### src/rtl/debounce_pkg.sv
// debounce_pkg
// Shared definitions for the debounce block and the multi-button wrapper
// that reuses it.
//   ST_STABLE / ST_PENDING    : FSM state encodings
//   DEFAULT_STABLE_CYCLES     : default qualification length in cycles
//   state_e                   : typed FSM state built on the encodings
package debounce_pkg;

  localparam logic ST_STABLE  = 1'b0;
  localparam logic ST_PENDING = 1'b1;

  localparam int DEFAULT_STABLE_CYCLES = 4;

  typedef enum logic {
    S_STABLE  = ST_STABLE,
    S_PENDING = ST_PENDING
  } state_e;

endpackage : debounce_pkg

### src/rtl/sync_2ff.sv
// sync_2ff
// Two-flop synchronizer for a single asynchronous bit. Only q should be
// used by downstream logic; the first stage may go metastable.
// Ports:
//   clk : rising-edge clock
//   rst : asynchronous active-high reset, both stages clear to 0
//   d   : asynchronous input
//   q   : synchronized output, two cycles behind d
module sync_2ff (
  input  logic clk,
  input  logic rst,
  input  logic d,
  output logic q
);

  logic s1_q;
  logic s2_q;

  always_ff @(posedge clk or posedge rst) begin
    if (rst) begin
      s1_q <= 1'b0;
      s2_q <= 1'b0;
    end else begin
      s1_q <= d;
      s2_q <= s1_q;
    end
  end

  assign q = s2_q;

endmodule : sync_2ff

### src/rtl/debounce_pulse.sv
// debounce_pulse
// Turns a raw, possibly bouncing button/switch input into a clean
// registered level plus its complement and single-cycle edge pulses.
// The synchronized input must differ from q for STABLE_CYCLES consecutive
// cycles before q follows it; any bounce back restarts qualification.
// Parameters:
//   STABLE_CYCLES : qualification length, 1..65535
//   CNT_W         : counter width, derived from STABLE_CYCLES (do not override)
// Ports:
//   clk   : rising-edge clock
//   rst   : asynchronous active-high reset
//   d_in  : raw asynchronous input
//   q     : debounced level (registered)
//   q_bar : complement of q (registered alongside q)
//   rise  : one-cycle pulse when q goes 0->1
//   fall  : one-cycle pulse when q goes 1->0
//   busy  : high while a change is being qualified
module debounce_pulse
  import debounce_pkg::*;
#(
  parameter int STABLE_CYCLES = DEFAULT_STABLE_CYCLES,
  parameter int CNT_W         = $clog2(STABLE_CYCLES + 1)
) (
  input  logic clk,
  input  logic rst,
  input  logic d_in,
  output logic q,
  output logic q_bar,
  output logic rise,
  output logic fall,
  output logic busy
);

  localparam logic [CNT_W-1:0] CNT_LAST = CNT_W'(STABLE_CYCLES - 1);
  localparam logic [CNT_W-1:0] CNT_ONE  = CNT_W'(1);

  logic             s2;
  state_e           state_q;
  logic [CNT_W-1:0] cnt_q;
  logic             level_q;
  logic             level_bar_q;
  logic             rise_q;
  logic             fall_q;

  sync_2ff u_sync (
    .clk (clk),
    .rst (rst),
    .d   (d_in),
    .q   (s2)
  );

  // Single registered FSM. The level, its complement and the pulses are all
  // written in the same commit branch so q_bar can never disagree with q.
  always_ff @(posedge clk or posedge rst) begin
    if (rst) begin
      state_q     <= S_STABLE;
      cnt_q       <= '0;
      level_q     <= 1'b0;
      level_bar_q <= 1'b1;
      rise_q      <= 1'b0;
      fall_q      <= 1'b0;
    end else begin
      rise_q <= 1'b0;
      fall_q <= 1'b0;
      case (state_q)
        S_STABLE: begin
          if (s2 != level_q) begin
            if (STABLE_CYCLES == 1) begin
              // A single differing sample is already enough to qualify.
              level_q     <= s2;
              level_bar_q <= ~s2;
              rise_q      <= s2;
              fall_q      <= ~s2;
            end else begin
              cnt_q   <= CNT_ONE;
              state_q <= S_PENDING;
            end
          end
        end
        S_PENDING: begin
          if (s2 == level_q) begin
            // Bounced back before qualifying: discard the change.
            cnt_q   <= '0;
            state_q <= S_STABLE;
          end else if (cnt_q == CNT_LAST) begin
            level_q     <= s2;
            level_bar_q <= ~s2;
            rise_q      <= s2;
            fall_q      <= ~s2;
            cnt_q       <= '0;
            state_q     <= S_STABLE;
          end else begin
            cnt_q <= cnt_q + CNT_ONE;
          end
        end
        default: begin
          cnt_q   <= '0;
          state_q <= S_STABLE;
        end
      endcase
    end
  end

  assign q     = level_q;
  assign q_bar = level_bar_q;
  assign rise  = rise_q;
  assign fall  = fall_q;
  // busy comes straight off the state flop, so it is registered too.
  assign busy  = (state_q == S_PENDING);

endmodule : debounce_pulse

### config.mk
export PLATFORM = sky130hd
export DESIGN_NAME = debounce_pulse
export DESIGN_NICKNAME = d
export VERILOG_FILES = /design/src/rtl/debounce_pkg.sv /design/src/rtl/sync_2ff.sv /design/src/rtl/debounce_pulse.sv
export SDC_FILE = /design/constraint.sdc
export NUM_CORES = 1
export LEC_CHECK = 0
export CAP_MARGIN = 5
export CORE_AREA = 2 2 39 41
export DETAILED_ROUTE_END_ITERATION = 16
export DIE_AREA = 0 0 41 43
export GPL_ROUTABILITY_DRIVEN = 0
export HOLD_SLACK_MARGIN = 0.05
export SLEW_MARGIN = 20
export SYNTH_ARGS = -nofsm -noshare
export SYNTH_HDL_FRONTEND = slang
export SYNTH_SLANG_ARGS = --single-unit
### constraint.sdc
create_clock -name clk -period 3.95 [get_ports clk]
set_clock_uncertainty 0.15 [all_clocks]
set_input_delay 0.79 -clock clk [delete_from_list [all_inputs] [get_ports clk]]
set_output_delay 0.79 -clock clk [all_outputs]
set_load 0.05 [all_outputs]
Word level (Yosys, flattened, before mapping) --
Index checks and enable logic that the tools add are counted.
Storage, ports and cells: output and inout port bits 5, register bits after elaboration 10, logic and storage cells 31, input bits 3
Operators by class: multiplexer cells 14, add/subtract/negate cells 1, reduce and logical (&&, ||, !) cells 1, bitwise gates (word level) 3, equality and inequality tests 4
Operators by type and width (number):
- $mux W1 | 9
- $mux W3 | 3
- $pmux W3 S2 | 1
- $add A3 B1 Y3 const B | 1
- $eq A3 B2 Y1 const B | 1
- $not A1 Y1 | 3
- $reduce_and A3 Y1 | 1
- $ne A2 B2 Y1 const B | 1
- $pmux W1 S2 | 1
- $eq A1 B1 Y1 | 1
- $ne A1 B1 Y1 | 1

Depth between registers and ports, before layout --
Gate-level depths: netlist (run 1).
depth after elaboration 4, gate-level depth with buffers 4, depth with buffers taken out 4

Modules after synthesis --
A second synthesis (run 1) with hierarchy kept.
Second synthesis, totals: cells, all modules 31, area total of the unflattened synthesis 401.6 um2
By module, submodules not included:
- debounce_pulse | seq. area each 201.4 um2, instances 1, area an instance 347.8 um2, cells an instance 28
- sync_2ff | seq. area each 50.0 um2, instances 1, area an instance 53.8 um2, cells an instance 3

Worst setup path before layout (run 1) --
OpenSTA, ideal clock, no wires.
path type register to output, start reg level_q, in the netlist q, end out q, arrival time 0.694 ns, stages on the path, launching flop included 1, data required time 3.010 ns, path buffers 0, path slack 2.316 ns, path through dfrtp_1
RTL lines:
- start: declaration | line debounce_pulse.sv:40 | logic level_q;
- start signal: assignment | line debounce_pulse.sv:58 | level_q <= 1'b0;
- start signal: assignment | line debounce_pulse.sv:70 | level_q <= s2;
- start signal: assignment | line debounce_pulse.sv:86 | level_q <= s2;
- end: declaration | line debounce_pulse.sv:27 | output logic q,
No word-level cell between the ends.

Worst setup path after layout (run 1) --
start reg level_bar_q, in the netlist q_bar, end out q_bar
RTL lines:
- start: declaration | line debounce_pulse.sv:41 | logic level_bar_q;
- start signal: assignment | line debounce_pulse.sv:71 | level_bar_q <= ~s2;
- start signal: assignment | line debounce_pulse.sv:87 | level_bar_q <= ~s2;
- end: declaration | line debounce_pulse.sv:28 | output logic q_bar,
No word-level cell between the ends.

==> summary.md, run 1 <==
| Metric | Value |
|---|---|
| Critical path data arrival time | `1.60 ns` |
| Max Cap Violations | `0` |
| Hold buffer count at CTS | `0` |
| DRC | `0` |
| Buffer and inverter count on the worst path | `1` |
| Grt ovf | `0` |
| XOR/XNOR share of the synthesized area | `0.0409` |
| Critical path type | `flop to primary output` |
| Largest family of logic cells by synthesized area | `simple AND/OR/NAND/NOR gates` |
| IO buf count | `7` |
| Core Box Area | `1380 um^2` |
| Clock Path Buffers | `2` |
| Clk sink count | `10` |
| Critical path peak fanout | `3` |
| Pre-CTS setup slack | `1.70 ns` |
| Setup slack, reg-to-reg | `2.52 ns` |
| Ant. Diodes | `0` |
| Distinct cells, synth | `19` |
| Fin. Hold Viols | `0` |
| Largest net degree at the start of global routing | `11` |
| Post-Syn Area per Cell | `12.8 um^2` |
| Seq cells post-synth | `10` |
| Placed Area | `488 um^2` |
| Final core occ | `0.372` |
| Clk slew on worst S/H paths | `0.06 ns` |
| Initial DRC count | `3` |
| Syn nets | `35` |
| Worst path max stage delay | `0.80 ns` |
| Drt total wl | `654 um` |
| DR pass1 iterations | `3` |
| Die ar. | `1760 um^2` |
| Register area | `251 um^2` |
| Initial antenna violation count | `0` |
| H-tree levels | `1` |
| Filler Cell Count | `133` |
| Crit share post-route | `0.642` |
| Critical path launch point type | `flop` |
| Post-Synth Adder-Cell Area | `0.0314` |
| NumNets Final | `47` |
| TNS Setup | `0 ns` |
| Min-Delay Endpoint | `u_sync.q$_DFF_PP0_` |
| Post-synth EDFFs | `0` |
| TritonCTS buffer count | `3` |
| Post-DRT Antenna Nets | `0` |
| Reg2Reg Launch Point | `cnt_q[0]$_DFFE_PP0P_` |
| Number of synthesis warnings | `0` |
| Initial Util | `0.288` |
| Total power | `373 uW` |
| Worst Path Required | `3.01 ns` |
| Crit path cell chain | `clkdlybuf4s50_1` |
| Max IR drop VDD | `0.291 mV` |
| Total GRT Usage | `0.0932` |
| Final WS setup | `1.41 ns` |
| Postcts setup bufs | `0` |
| Fin. max-slew vios | `0` |
| Post-Synth Simple-Gate Area | `0.182` |
| Via-per-instance ratio | `4.48` |
| Hold depth | `0` |
| Routed WL per cell | `11.3 um` |
| Cell Pwr Density | `726 nW/um^2` |
| Worst slew margin | `0.671` |
| P_leak | `0.227 nW` |
| Crit end category | `primary output` |
| Worst Hold Class | `flop to flop` |
| Outcome | `complete, no violations` |
| Most frequent cells in the layout | `dfrtp_1, clkdlybuf4s50_1, clkbuf_4` |
| Worst-margin pin slew | `0.492 ns` |
| Die H | `43 um` |
| Area of the multi-input gates | `143 um^2` |
| Root Buffer | `clkbuf_4` |
| Cell count of the worst reg-to-reg path | `4` |
| Vias in the first global route | `273` |
| Kind of cell adding the most delay to the critical path | `buffers and inverters` |
| Row count | `14` |
| Top_reg_cell synth | `dfrtp_1` |
| Multiplexer share of the synthesized area | `0` |
| Syn Inst Count | `31` |
| Endpoints failing setup | `0` |
| Clock Latency Late Sink | `0.26 ns` |
| FMAX | `0.394 GHz` |
| Commonest non-fill, non-tap cell in the layout | `dfrtp_1` |
| DR vias | `260` |
| Register area share after synthesis | `0.632` |
| RSZ-0062 raised after global routing | `no` |
| CTS tree | `built` |
| Final Critical Period | `2.54 ns` |
| Layout cell share with drive strength beyond 1 | `0.143` |
| Post_cts resized | `0` |
| Hold Startpoint | `u_sync.s1_q$_DFF_PP0_` |
| Die extent in x | `41 um` |
| CP max-delay cell | `clkdlybuf4s50_1` |
| First-pass GRT wire length | `1080 um` |
| Worst flop-to-flop path endpoint | `q_bar$_DFFE_PP1P_` |
| Final instance area | `514 um^2` |
| Fraction of registers with async set/reset | `1.00` |
| Synth Cell Area | `398 um^2` |
| Compound-Gate Fraction of Synth Area | `0.104` |
| Area grow syn2layout | `29.2%` |
| IO Pins | `8` |
worst max path at each step:
stage                            from     to  slack (ns)  cells after the start
floorplan               q$_DFFE_PP0P_      q        2.32                      0
global placement    q_bar$_DFFE_PP1P_  q_bar        1.70                      1
detailed placement  q_bar$_DFFE_PP1P_  q_bar        1.70                      1
CTS                 q_bar$_DFFE_PP1P_  q_bar        1.41                      1
global route            q$_DFFE_PP0P_      q        1.37                      1
finish              q_bar$_DFFE_PP1P_  q_bar        1.41                      1
layout make-up:
type,count,share of cell area
Timing Repair Buffer,7,0.136
Multi-Input combinational cell,20,0.277
Inverter,1,0.00730
Sequential cell,10,0.489
Tap cell,16,0.0389
Clock buffer,4,0.0511
sequential cells by signal (all words and copies together), names as in the netlist:
name         count
cnt_q            3
busy             1
fall             1
q                1
q_bar            1
rise             1
u_sync.q         1
u_sync.s1_q      1
through the flow:
stage | cells | hold WS, ns
finish | 58 | 0.201
CTS | 58 | 0.207
global route | 58 | 0.209
floorplan | 31 | 0.181
detailed placement | 54 | 0.192
global placement | 54 | 0.188
kinds of logic after synthesis:
logic type	Yosys count
and+or+nand+nor	12
DFF	10
adders and majority gates	1
AOI/OAI and AO/OA	6
xor gates and xnor gates	1
buffers and inverters	1
per-layer routing:
metal	wire [um]	GRT usage	part of all wire
met2	375	0.141	0.57
met5	0	0	0
met1	252	0.107	0.39
met4	0	0.0800	0
met3	26	0.0157	0.040
synthesized netlist by cell type (all sizes together), types with 2 or more instances:
cell type  count  share of area
o21a           2          0.038
o21ai          2          0.025
dfrtp          9           0.57
nand2          2          0.019
nor2           2          0.019
power by group:
part	internal, mW	leakage [nW]	switching [mW]
sequential	0.128	0.125	0.0296
clock	0.0389	0.0150	0.0318
combinational	0.0595	0.0874	0.0852
Power figures use the tool's default switching activity.
==> run 2, diff against run 1 <==
clock period = 2.5 ns   (was 3.95 ns; I/O delays follow)
==> results of run 2 <==
Same layout as run 1 (identical final DEF). Status: complete, no violations.
Main changes from that run: setup slack after placement 1.70 ns -> 0.540 ns; setup slack after layout 1.41 ns -> 0.255 ns; register-to-register setup slack 2.52 ns -> 1.07 ns; total power 0.373 mW -> 0.590 mW; worst IR drop on VDD 0.291 mV -> 0.460 mV
==> run 3, diff against run 2 <==
GPL_TIMING_DRIVEN = 0   (was unset)
==> summary.md, run 3 (synthesized netlist as in run 1, its figures left out) <==
| Metric | Value |
|---|---|
| Outcome | `complete, no violations` |
| Pre-CTS setup slack | `0.533 ns` |
| Clock Latency Late Sink | `0.26 ns (about the same)` |
| Kind of cell adding the most delay to the critical path | `buffers and inverters` |
| Vias in the first global route | `256 (-6.2%)` |
| Clk sink count | `10 (unchanged)` |
| TNS Setup | `0 ns (unchanged)` |
| Worst Path Required | `1.85 ns` |
| CTS tree | `built` |
| Most frequent cells in the layout | `dfrtp_1, clkdlybuf4s50_1, clkbuf_4` |
| Largest net degree at the start of global routing | `11 (unchanged)` |
| Critical path data arrival time | `1.60 ns (about the same)` |
| Crit share post-route | `0.898` |
| Post-DRT Antenna Nets | `0 (unchanged)` |
| Max reg flops | `3 (unchanged)` |
| Initial antenna violation count | `0 (unchanged)` |
| Clock Path Buffers | `2 (unchanged)` |
| Worst-margin pin slew | `0.499 ns (+0.00616 ns)` |
| TritonCTS buffer count | `3 (unchanged)` |
| Crit path cell chain | `clkdlybuf4s50_1` |
| Clk slew on worst S/H paths | `0.06 ns (about the same)` |
| Root Buffer | `clkbuf_4` |
| RSZ-0062 raised after global routing | `no` |
| Filler Cell Count | `130 (-2.3%)` |
| Hold buffer count at CTS | `0 (unchanged)` |
| Final WS setup | `0.255 ns` |
| Row count | `14 (unchanged)` |
| Final Critical Period | `2.25 ns` |
| Area of the multi-input gates | `143 um^2 (unchanged)` |
| Core Box Area | `1380 um^2 (unchanged)` |
| DRC | `0 (unchanged)` |
| Worst path max stage delay | `0.80 ns (about the same)` |
| Postcts setup bufs | `0 (unchanged)` |
| IO Pins | `8 (unchanged)` |
| Buffer and inverter count on the worst path | `1 (unchanged)` |
| Via-per-instance ratio | `4.52 (+0.77%)` |
| Critical path type | `flop to primary output` |
| Worst Hold Class | `flop to flop` |
| Commonest non-fill, non-tap cell in the layout | `dfrtp_1` |
| FMAX | `0.445 GHz` |
| Drt total wl | `657 um (+0.46%)` |
| IO buf count | `7 (unchanged)` |
| CP max-delay cell | `clkdlybuf4s50_1` |
| Worst slew margin | `0.667 (-0.00412)` |
| Register area | `251 um^2 (unchanged)` |
| Initial DRC count | `2 (-1)` |
| Routed WL per cell | `11.3 um (+0.46%)` |
| NumNets Final | `47 (unchanged)` |
| Crit end category | `primary output` |
| Cell Pwr Density | `1150 nW/um^2` |
| Area grow syn2layout | `29.2% (unchanged)` |
| First-pass GRT wire length | `1090 um (+0.65%)` |
| P_leak | `0.227 nW (unchanged)` |
| Critical path peak fanout | `3 (unchanged)` |
| WHS | `0.215 ns (+0.0140 ns)` |
| DR vias | `262 (+0.77%)` |
| HPWL after DPL | `479 um` |
| Layout cell share with drive strength beyond 1 | `0.143 (unchanged)` |
| Grt ovf | `0 (unchanged)` |
| Fin. max-slew vios | `0 (unchanged)` |
| Most flop-heavy register | `cnt_q` |
| Critical path launch point type | `flop` |
| Die H | `43 um (unchanged)` |
| Ant. Diodes | `0 (unchanged)` |
| Initial Util | `0.288 (unchanged)` |
| DR pass1 iterations | `2 (-1)` |
| Die ar. | `1760 um^2 (unchanged)` |
| Die extent in x | `41 um (unchanged)` |
| Total GRT Usage | `0.0940 (+0.000736)` |
| Post_cts resized | `0 (unchanged)` |
| Max IR drop VDD | `0.491 mV` |
| Fin. Hold Viols | `0 (unchanged)` |
| Endpoints failing setup | `0 (unchanged)` |
| H-tree levels | `1 (unchanged)` |
| Max Cap Violations | `0 (unchanged)` |
run 3: cell counts in the layout (fill, tap and decap cells not counted):
Identical to the previous run, type by type.
run 3: area by class of cell:
type | instances | area share
clock buffers | 4 | 0.0511
inverters | 1 | 0.00730
multi-input cells | 20 | 0.277
flip-flops and latches | 10 | 0.489
well taps | 16 | 0.0389
repair buffers | 7 | 0.136
run 3: metrics by stage:
stage	cells	total power, mW	area, um^2	utilization
final	58	0.594	514	0.372
after global routing	58	0.628	514	0.372
after CTS	58	0.601	514	0.372
after detailed placement	54	0.482	488	0.353
after global placement	54	0.474	488	0.353
after floorplan	31	0.408	398	-
run 3: power breakdown:
group | total (mW) | leakage, nW | internal, mW | switching, mW
Combinational | 0.234 | 0.0874 | 0.0949 | 0.139
Sequential | 0.247 | 0.125 | 0.202 | 0.0442
Clock | 0.112 | 0.0150 | 0.0615 | 0.0509
run 3: routing by layer:
| metal | part of all wire | routed length [um] | up-vias | track usage |
|---|---|---|---|---|
| li1 | - | - | 126 | - |
| met1 | 0.43 | 282 | 131 | 0.112 |
| met2 | 0.51 | 336 | 5 | 0.144 |
| met3 | 0.058 | 38 | 0 | 0.0209 |
| met4 | 0 | 0 | 0 | 0.0600 |
| met5 | 0 | 0 | - | 0 |
run 3: path summary, 6_finish.rpt:
kind                       slack (ns)                 end  depth (start not counted)             startpoint
max                              0.25               q_bar                          1      q_bar$_DFFE_PP1P_
min                              0.22  u_sync.q$_DFF_PP0_                          0  u_sync.s1_q$_DFF_PP0_
max reg2reg                      1.07   q_bar$_DFFE_PP1P_                          4   cnt_q[0]$_DFFE_PP0P_
min reg2reg                      0.22  u_sync.q$_DFF_PP0_                          0  u_sync.s1_q$_DFF_PP0_
max in group asynchronous        1.53   q_bar$_DFFE_PP1P_                          2                    rst
min in group asynchronous        0.37      fall$_DFF_PP0_                          2                    rst
